<file path="config.mk">
export PLATFORM = sky130hd
export DESIGN_NAME = sseg_ctrl
export DESIGN_NICKNAME = d
export VERILOG_FILES = /design/src/rtl/sseg_pkg.sv /design/src/rtl/sseg_hex_enc.sv /design/src/rtl/sseg_ctrl.sv
export SDC_FILE = /design/constraint.sdc
export NUM_CORES = 1
export LEC_CHECK = 0
export BUFFER_PORTS_ARGS = -buffer_cell sky130_fd_sc_hd__buf_2
export CAP_MARGIN = 20
export CORE_MARGIN = 2
export CORE_UTILIZATION = 61
export DETAILED_ROUTE_END_ITERATION = 6
export GPL_TIMING_DRIVEN = 0
export PLACE_DENSITY = 0.86
export SYNTH_ARGS = -nofsm -noshare
export SYNTH_HDL_FRONTEND = slang
export SYNTH_HIERARCHICAL = 1
export SYNTH_SLANG_ARGS = --single-unit
</file>
<file path="constraint.sdc">
create_clock -name clk -period 3.7 [get_ports clk]
set_input_delay 0.37 -clock clk [delete_from_list [all_inputs] [get_ports clk]]
set_output_delay 0.37 -clock clk [all_outputs]
set_load 0.05 [all_outputs]
</file>
<file path="src/rtl/sseg_pkg.sv">
// Shared types and constants for the seven-segment display controller.
// Holds the controller state encoding, the hex glyph table and the frame geometry.
package sseg_pkg;

  localparam int FRAME_BITS = 64;
  localparam int DIGITS     = 8;

  typedef enum logic [2:0] {
    SYNC,
    IDLE,
    LOAD,
    START,
    WAIT_BUSY,
    WAIT_DONE
  } state_t;

  // Segment order {a,b,c,d,e,f,g}, lit = 1; index = hex value.
  localparam logic [15:0][6:0] HEX_GLYPH = {
    7'h47, 7'h4F, 7'h3D, 7'h4E,  // F E d C
    7'h1F, 7'h77, 7'h7B, 7'h7F,  // b A 9 8
    7'h70, 7'h5F, 7'h5B, 7'h33,  // 7 6 5 4
    7'h79, 7'h6D, 7'h30, 7'h7E   // 3 2 1 0
  };

endpackage

</file>
<file path="src/rtl/sseg_hex_enc.sv">
// Combinational encoder: 8 hex nibbles plus decimal points into the 64-bit
// segment frame, one byte {a..g,dp} per digit, optionally inverted.
module sseg_hex_enc
  import sseg_pkg::*;
(
  input  logic [31:0]           value,
  input  logic [7:0]            dp,
  input  logic                  invert,
  output logic [FRAME_BITS-1:0] frame
);

  genvar gi;
  generate
    for (gi = 0; gi < DIGITS; gi++) begin : g_digit
      assign frame[8*gi +: 8] = {HEX_GLYPH[value[4*gi +: 4]], dp[gi]} ^ {8{invert}};
    end
  endgenerate

endmodule

</file>
<file path="src/rtl/sseg_ctrl.sv">
// Round-robin display controller in front of the serial seven-segment shifter.
// Define SSEG_CTRL_BLINK_EN to add the blink_mask input and the blink phase logic.
module sseg_ctrl
  import sseg_pkg::*;
#(
  parameter int REFRESH_CYCLES = 1_000_000,
  parameter bit SEG_INVERT     = 1'b1,
  parameter int BLINK_CYCLES   = 25_000_000
) (
  input  logic        clk,
  input  logic        rst_n,
  input  logic        a_valid,
  output logic        a_ready,
  input  logic [31:0] a_value,
  input  logic [7:0]  a_dp,
  input  logic [7:0]  a_en,
  input  logic        b_valid,
  output logic        b_ready,
  input  logic [31:0] b_value,
  input  logic [7:0]  b_dp,
  input  logic [7:0]  b_en,
`ifdef SSEG_CTRL_BLINK_EN
  input  logic [7:0]  blink_mask,
`endif
  output logic [63:0] sh_din,
  output logic [7:0]  sh_digit_en,
  output logic        sh_start,
  input  logic        sh_idle,
  output logic        busy,
  output logic        last_grant
);

  localparam int TIMER_W = (REFRESH_CYCLES > 1) ? $clog2(REFRESH_CYCLES) : 1;
  localparam logic [TIMER_W-1:0] TIMER_MAX = TIMER_W'(REFRESH_CYCLES - 1);
  localparam logic [FRAME_BITS-1:0] BLANK_FRAME =
    {DIGITS{HEX_GLYPH[0], 1'b0}} ^ {FRAME_BITS{SEG_INVERT}};

  state_t                  state_reg, state_next;
  logic [TIMER_W-1:0]      timer_reg;
  logic                    last_grant_reg;
  logic [31:0]             stored_value_reg;
  logic [7:0]              stored_dp_reg;
  logic [7:0]              stored_en_reg;
  logic [FRAME_BITS-1:0]   sh_din_reg;
  logic [7:0]              sh_digit_en_reg;
  logic [FRAME_BITS-1:0]   enc_frame;
  logic [7:0]              shown_en;
  logic                    refresh_due;

  sseg_hex_enc u_enc (
    .value  (stored_value_reg),
    .dp     (stored_dp_reg),
    .invert (SEG_INVERT),
    .frame  (enc_frame)
  );

  always_comb begin
    state_next = state_reg;
    a_ready    = 1'b0;
    b_ready    = 1'b0;
    sh_start   = 1'b0;
    busy       = 1'b1;
    case (state_reg)
      SYNC: begin
        busy = 1'b0;
        if (sh_idle) state_next = IDLE;
      end
      IDLE: begin
        busy = 1'b0;
        // last_grant = 1 means B was served last, so A wins a tie.
        if (a_valid && (!b_valid || last_grant_reg)) begin
          a_ready    = 1'b1;
          state_next = LOAD;
        end else if (b_valid) begin
          b_ready    = 1'b1;
          state_next = LOAD;
        end else if (refresh_due) begin
          state_next = LOAD;
        end
      end
      LOAD:      state_next = START;
      START: begin
        sh_start   = 1'b1;
        state_next = WAIT_BUSY;
      end
      WAIT_BUSY: if (!sh_idle) state_next = WAIT_DONE;
      WAIT_DONE: if (sh_idle) state_next = IDLE;
      default:   state_next = SYNC;
    endcase
  end

  always_ff @(posedge clk or negedge rst_n) begin
    if (!rst_n) begin
      state_reg        <= SYNC;
      timer_reg        <= '0;
      last_grant_reg   <= 1'b1;
      stored_value_reg <= '0;
      stored_dp_reg    <= '0;
      stored_en_reg    <= '0;
      sh_din_reg       <= BLANK_FRAME;
      sh_digit_en_reg  <= '0;
    end else begin
      state_reg <= state_next;
      if (a_ready) begin
        stored_value_reg <= a_value;
        stored_dp_reg    <= a_dp;
        stored_en_reg    <= a_en;
        last_grant_reg   <= 1'b0;
      end else if (b_ready) begin
        stored_value_reg <= b_value;
        stored_dp_reg    <= b_dp;
        stored_en_reg    <= b_en;
        last_grant_reg   <= 1'b1;
      end
      if (state_reg == IDLE) begin
        if (timer_reg != TIMER_MAX) timer_reg <= timer_reg + TIMER_W'(1);
      end else if (state_reg == WAIT_DONE && sh_idle) begin
        timer_reg <= '0;
      end
      if (state_reg == LOAD) begin
        sh_din_reg      <= enc_frame;
        sh_digit_en_reg <= shown_en;
      end
    end
  end

`ifdef SSEG_CTRL_BLINK_EN
  localparam int BLINK_W = (BLINK_CYCLES > 1) ? $clog2(BLINK_CYCLES) : 1;
  localparam logic [BLINK_W-1:0] BLINK_MAX = BLINK_W'(BLINK_CYCLES - 1);

  logic [BLINK_W-1:0] blink_cnt_reg;
  logic               blink_phase_reg;
  logic               blink_pending_reg;
  logic [7:0]         stored_mask_reg;

  // A phase toggle wins over a same-cycle clear so the new phase is always sent.
  always_ff @(posedge clk or negedge rst_n) begin
    if (!rst_n) begin
      blink_cnt_reg     <= '0;
      blink_phase_reg   <= 1'b0;
      blink_pending_reg <= 1'b0;
      stored_mask_reg   <= '0;
    end else begin
      if (blink_cnt_reg == BLINK_MAX) begin
        blink_cnt_reg     <= '0;
        blink_phase_reg   <= ~blink_phase_reg;
        blink_pending_reg <= 1'b1;
      end else begin
        blink_cnt_reg <= blink_cnt_reg + BLINK_W'(1);
        if (state_reg == IDLE && state_next == LOAD) blink_pending_reg <= 1'b0;
      end
      if (a_ready || b_ready) stored_mask_reg <= blink_mask;
    end
  end

  assign refresh_due = (timer_reg == TIMER_MAX) || blink_pending_reg;
  assign shown_en    = blink_phase_reg ? (stored_en_reg & ~stored_mask_reg) : stored_en_reg;
`else
  assign refresh_due = (timer_reg == TIMER_MAX);
  assign shown_en    = stored_en_reg;
`endif

  assign sh_din      = sh_din_reg;
  assign sh_digit_en = sh_digit_en_reg;
  assign last_grant  = last_grant_reg;

endmodule

</file>
; ---- Yosys cells after proc, flatten, opt, wreduce, memory -nomap -nowiden
; Memory sizes are Yosys's and may differ from the RTL's.
; Cells that the tools add are included.
[classes]
n_bitwise = 8
n_lt_le_gt_ge = 8
add_sub_neg = 1
mux = 32
n_eq_ne = 11
reduce_logical = 11
[op_table]
columns = operator, count
row1 = $mux W32, 2
row2 = $not A8 Y8, 8
row3 = $mux W20, 3
row4 = $mux W7, 8
row5 = $lt A4 B5 Y1 const B, 8
row6 = $mux W8, 4
row7 = $add A20 B1 Y20 const B, 1
row8 = $eq A20 B20 Y1 const B, 1
row9 = $ne A20 B20 Y1 const B, 1
row10 = $mux W3, 5
row11 = $pmux W3 S5, 1
row12 = $mux W1, 9
row13 = $eq A3 B2 Y1 const B, 2
row14 = $eq A3 B3 Y1 const B, 2
row15 = $ne A2 B1 Y1 const B, 2
row16 = $ne A4 B4 Y1 const B, 1
row17 = $reduce_bool A2 Y1, 2
row18 = $reduce_or A2 Y1, 2
row19 = $eq A3 B1 Y1 const B, 1
row20 = $logic_not A3 Y1, 1
row21 = $reduce_and A3 Y1, 1
row22 = $logic_and A1 B1 Y1, 2
row23 = $ne A2 B2 Y1 const B, 1
row24 = $reduce_and A2 Y1, 1
row25 = other kinds (2), 2
[word_totals]
rom_bits = 896
n_memories = 8
out_inout_bits = 77
inputBits = 101
reg_bits = 144
[mem_list]
columns = memory, depth, word_bits, read_ports, rd_clocked_by_memory_dff, wr, line_no
row1 = (no name shown), 16, 7, 1, 0, 0, sseg_hex_enc.sv:15  ; assign frame[8*gi +: 8] = {HEX_GLYPH[value[4*gi +: 4]], dp[gi]} ^ {8{invert}};
row2 = (no name shown), 16, 7, 1, 0, 0, sseg_hex_enc.sv:15
row3 = (no name shown), 16, 7, 1, 0, 0, sseg_hex_enc.sv:15
row4 = (no name shown), 16, 7, 1, 0, 0, sseg_hex_enc.sv:15
row5 = (no name shown), 16, 7, 1, 0, 0, sseg_hex_enc.sv:15
row6 = (no name shown), 16, 7, 1, 0, 0, sseg_hex_enc.sv:15
row7 = 2 more memories, --, --, --, --, --, --

; ---- Logic depth before layout (Yosys ltp)
[depth]
word_depth = 7
ltp_mapped = 7
ltp_nobuf = 6

; ---- Hierarchy
; The synthesis kept the hierarchy.
[modules_own_cells]
columns = mod, seq_area_each_um2, instances, cells_per_inst, area_per_inst_um2
row1 = sseg_ctrl, 3624.7, 1, 504, 6154.7
row2 = sseg_hex_enc, 0.0, 1, 327, 2869.0

; ---- Worst setup path after synthesis
; OpenSTA, ideal clock, no wires.
[synth_timing]
path_type = register to output
start = register state_reg[1]
end = output a_ready
arrival_time_ns = 1.772
required_time_ns = 3.330
slack_ns = 1.558
stages_incl_launch_ff = 7
path_cell_list = dfrtp_1 buf_6 nor3b_2 nand3_1 buf_2 buf_2 inv_1
[synth_via]
elab_chain_len = 2
[synth_rtl]
columns = element, line_no
row1 = start: declaration, sseg_ctrl.sv:38  ; state_t state_reg, state_next;
row2 = start signal: assignment, sseg_ctrl.sv:103  ; state_reg <= state_next;
row3 = $eq A3 B1 Y1, sseg_ctrl.sv:63  ; case (state_reg)
row4 = $mux W1, sseg_ctrl.sv:63
row5 = end: declaration, sseg_ctrl.sv:13  ; output logic a_ready,
; No other way between the ends.

; ---- Worst setup path after layout
; Same ends and word-level chain as after synthesis.

==> impl_metrics.env <==
export IMPL_pwr_density_cell_nw_per_um2=1020
export IMPL_hold_path_startpoint="b_valid"
export IMPL_cts_sinks=144
export IMPL_arrival_ns=2.72
export IMPL_htree_num_levels=4
export IMPL_synth_area_um2=9020
export IMPL_post_cts_buffers=0
export IMPL_cts_resized=0
export IMPL_rr_startpoint="state_reg[1]"
export IMPL_post_route_min_period_ns=3.09
export IMPL_rsz0062_at_grt="false"
export IMPL_relSlewSlack_pct=37.5
export IMPL_ios=178
export IMPL_grt_use_total_pct=27.4
export IMPL_via_per_inst=5.66
export IMPL_final_util_pct=74.2
export IMPL_cts_tree="built"
export IMPL_cp_data_required_time_ns=3.33
export IMPL_synth_top_family_by_area="multiplexers"
export IMPL_syn_nets=981
export IMPL_run_status="finished clean"
export IMPL_synth_simple_gate_area_share_pct=10.2
export IMPL_drcViolationCount=0
export IMPL_ff2ff_path_depth=7
export IMPL_multiInputGateArea_um2=4950
export IMPL_grt_pass1_vias=6915
export IMPL_regArea_um2=3620
export IMPL_layout_setup_ws_ns=0.605
export IMPL_synthAdderAreaFrac_pct=6.79
export IMPL_synth_compound_area_share_pct=8.25
export IMPL_reg2reg_to="stored_value_reg[8]"
export IMPL_hold_buffers=1
export IMPL_period_share_pct=83.6
export IMPL_yosysSeqAreaShare_pct=40.2
export IMPL_hold_viol=0
export IMPL_vias=6930
export IMPL_grt_pass1_wl_mm=34.2
export IMPL_yosys_most_used_dff="dfrtp_1"
export IMPL_placed_cell_area_um2=10200
export IMPL_antenna_found_initial=0
export IMPL_synth_distinct_cells=52
export IMPL_fin_nets=1179
export IMPL_port_buffers=177
export IMPL_async_flop_share_pct=100
export IMPL_synth_avg_cell_area_um2=10.9
export IMPL_cts_buffers=17
export IMPL_endpoint_kind="output pin"
export IMPL_syn2layout_area_growth_pct=19.1
export IMPL_synth_most_common_cell="dfrtp_1"
export IMPL_place_gp_congestion=0.922
export IMPL_fmax_mhz=323
export IMPL_critPathLaunchType="flop"
export IMPL_ant_nets=0
export IMPL_initial_core_util_pct=62.3
export IMPL_row_count=44
export IMPL_leakage_nw=5.22
export IMPL_hold_depth=3
export IMPL_clockBufferDepth=2
export IMPL_p_total_mw=11.0
export IMPL_worstPathMaxFanout=10
export IMPL_synthTopCellsByArea="dfrtp_1, mux2_2, mux2i_1"
export IMPL_yosys_top_cells_count="dfrtp_1, nand2_1, mux2i_1"
export IMPL_die_h_um=126
export IMPL_fin_skew_ns=0.00972
export IMPL_peakVddDrop_v=0.000701
export IMPL_finalWirelength_mm=21.0
export IMPL_gr_total_overflow=0
export IMPL_root_buffer="clkbuf_16"
export IMPL_yosys_area_top_type_share_pct=35.2
export IMPL_synthMuxAreaShare_pct=22.7
export IMPL_gr_usage_met3_pct=5.56
export IMPL_die_w_um=126
export IMPL_clock_latency_ns=0.43
export IMPL_ff2ff_setup_slack_ns=1.21
export IMPL_synth_ff_latch_count=144
export IMPL_grt_busiest_layer="met2"
export IMPL_critical_path_class="reg2out"
export IMPL_coreArea_um2=14500
export IMPL_dp_worst_setup_slack_ns=1.07
export IMPL_hpwl_mm=15.4
export IMPL_hold_path_class="in2reg"
export IMPL_diodes=0
export IMPL_fillers=1036
export IMPL_drive_above_1_share_pct=35.3
export IMPL_tns_ns=0
export IMPL_synth_area_leader_cell="dfrtp_1"
export IMPL_worst_slew_pin_slew_ns=0.933
export IMPL_initialDrtViolationCount=387
export IMPL_finalSetupViolations=0
export IMPL_dr_pass1_iters=5
export IMPL_met2_usage_pct=44.9
export IMPL_synth_edf_count=0
export IMPL_synth_xor_area_share_pct=6.79
export IMPL_fin_area_um2=10700
export IMPL_grt_use_met1_pct=35.4
export IMPL_cap_violations=0
export IMPL_largest_reg_flops=64
export IMPL_grt_start_max_net_pins=84
export IMPL_dieArea_um2=15800
export IMPL_netlist_instances=831
export IMPL_clk_pin_slew_ns=0.06
export IMPL_yosys_warnings=6
export IMPL_report_final_slew_viol_count=0
export IMPL_min_to="last_grant"
export IMPL_wire_per_inst_um=17.1
==> per-stage QoR <==
stage | cells | hold slack, ns
2_1_floorplan | 831 | 0.0744
3_3_place_gp | 1192 | 0.455
3_5_place_dp | 1193 | 0.383
4_1_cts | 1225 | 0.211
5_1_grt | 1225 | 0.237
6_report | 1225 | 0.220
==> how the worst max path moves through the flow <==
| stage | slack (ns) | startpoint | to |
|---|---|---|---|
| 3_5_place_dp | 1.07 | state_reg[2] | a_ready |
| 3_3_place_gp | 0.28 | rst_n | timer_reg[18] |
| 2_1_floorplan | 1.56 | state_reg[1] | a_ready |
| 4_1_cts | 0.61 | state_reg[2] | a_ready |
| 5_1_grt | 0.43 | state_reg[2] | a_ready |
| 6_report | 0.61 | state_reg[1] | a_ready |
==> cells by family (layout without fill, tap and decap cells) <==
kind of cell / after synthesis / after routing
compound gates: 116 / 116
simple gates: 187 / 187
flops: 144 / 144
mux: 178 / 178
buf+inv: 86 / 296
fa+ha+maj: 49 / 49
xor+xnor: 70 / 70
other cells: 1 / 1
==> report_power, final <==
group / switching (mW) / leakage (nW) / internal (mW)
logic: 3.83 / 3.21 / 2.46
registers: 0.653 / 1.74 / 2.42
clock network: 0.625 / 0.267 / 1.02
total: 5.11 / 5.22 / 5.91
==> worst max-delay path: stages (launching register included) <==
cell,delay (ns)
dfrtp_1,0.38
buf_6,0.14
nor3b_2,0.41
nand3_1,0.39
buf_2,0.37
buf_2,0.27
inv_1,0.07
buf_2,0.25
==> area by class of cell <==
type / count / area share [%]
multi-input cells: 601 / 46.1
flip-flops and latches: 144 / 33.7
repair buffers: 179 / 8.65
clock buffers: 25 / 4.42
plain buffers: 55 / 3.13
well taps: 184 / 2.14
inverters: 31 / 1.08
clock inverters: 6 / 0.792
==> layer usage <==
layer	part of all wire [%]	wire length (µm)
met1	43	9020
met2	48	10200
met3	5.6	1180
met4	3.0	627
met5	0	0
==> placed cells by master, fill, tap and decap left out, types with 19 or more instances in the layout <==
cell type,netlist,layout
mux2i_1,82,82
ha_1,49,49
nor2_1,19,19
dfrtp_1,127,127
buf_2,17,193
mux2_2,76,76
xor2_1,30,30
xnor2_1,40,40
o21ai_0,59,59
inv_1,31,31
clkbuf_1,17,23
nand2_1,87,87
Power figures use the tool's default switching activity.
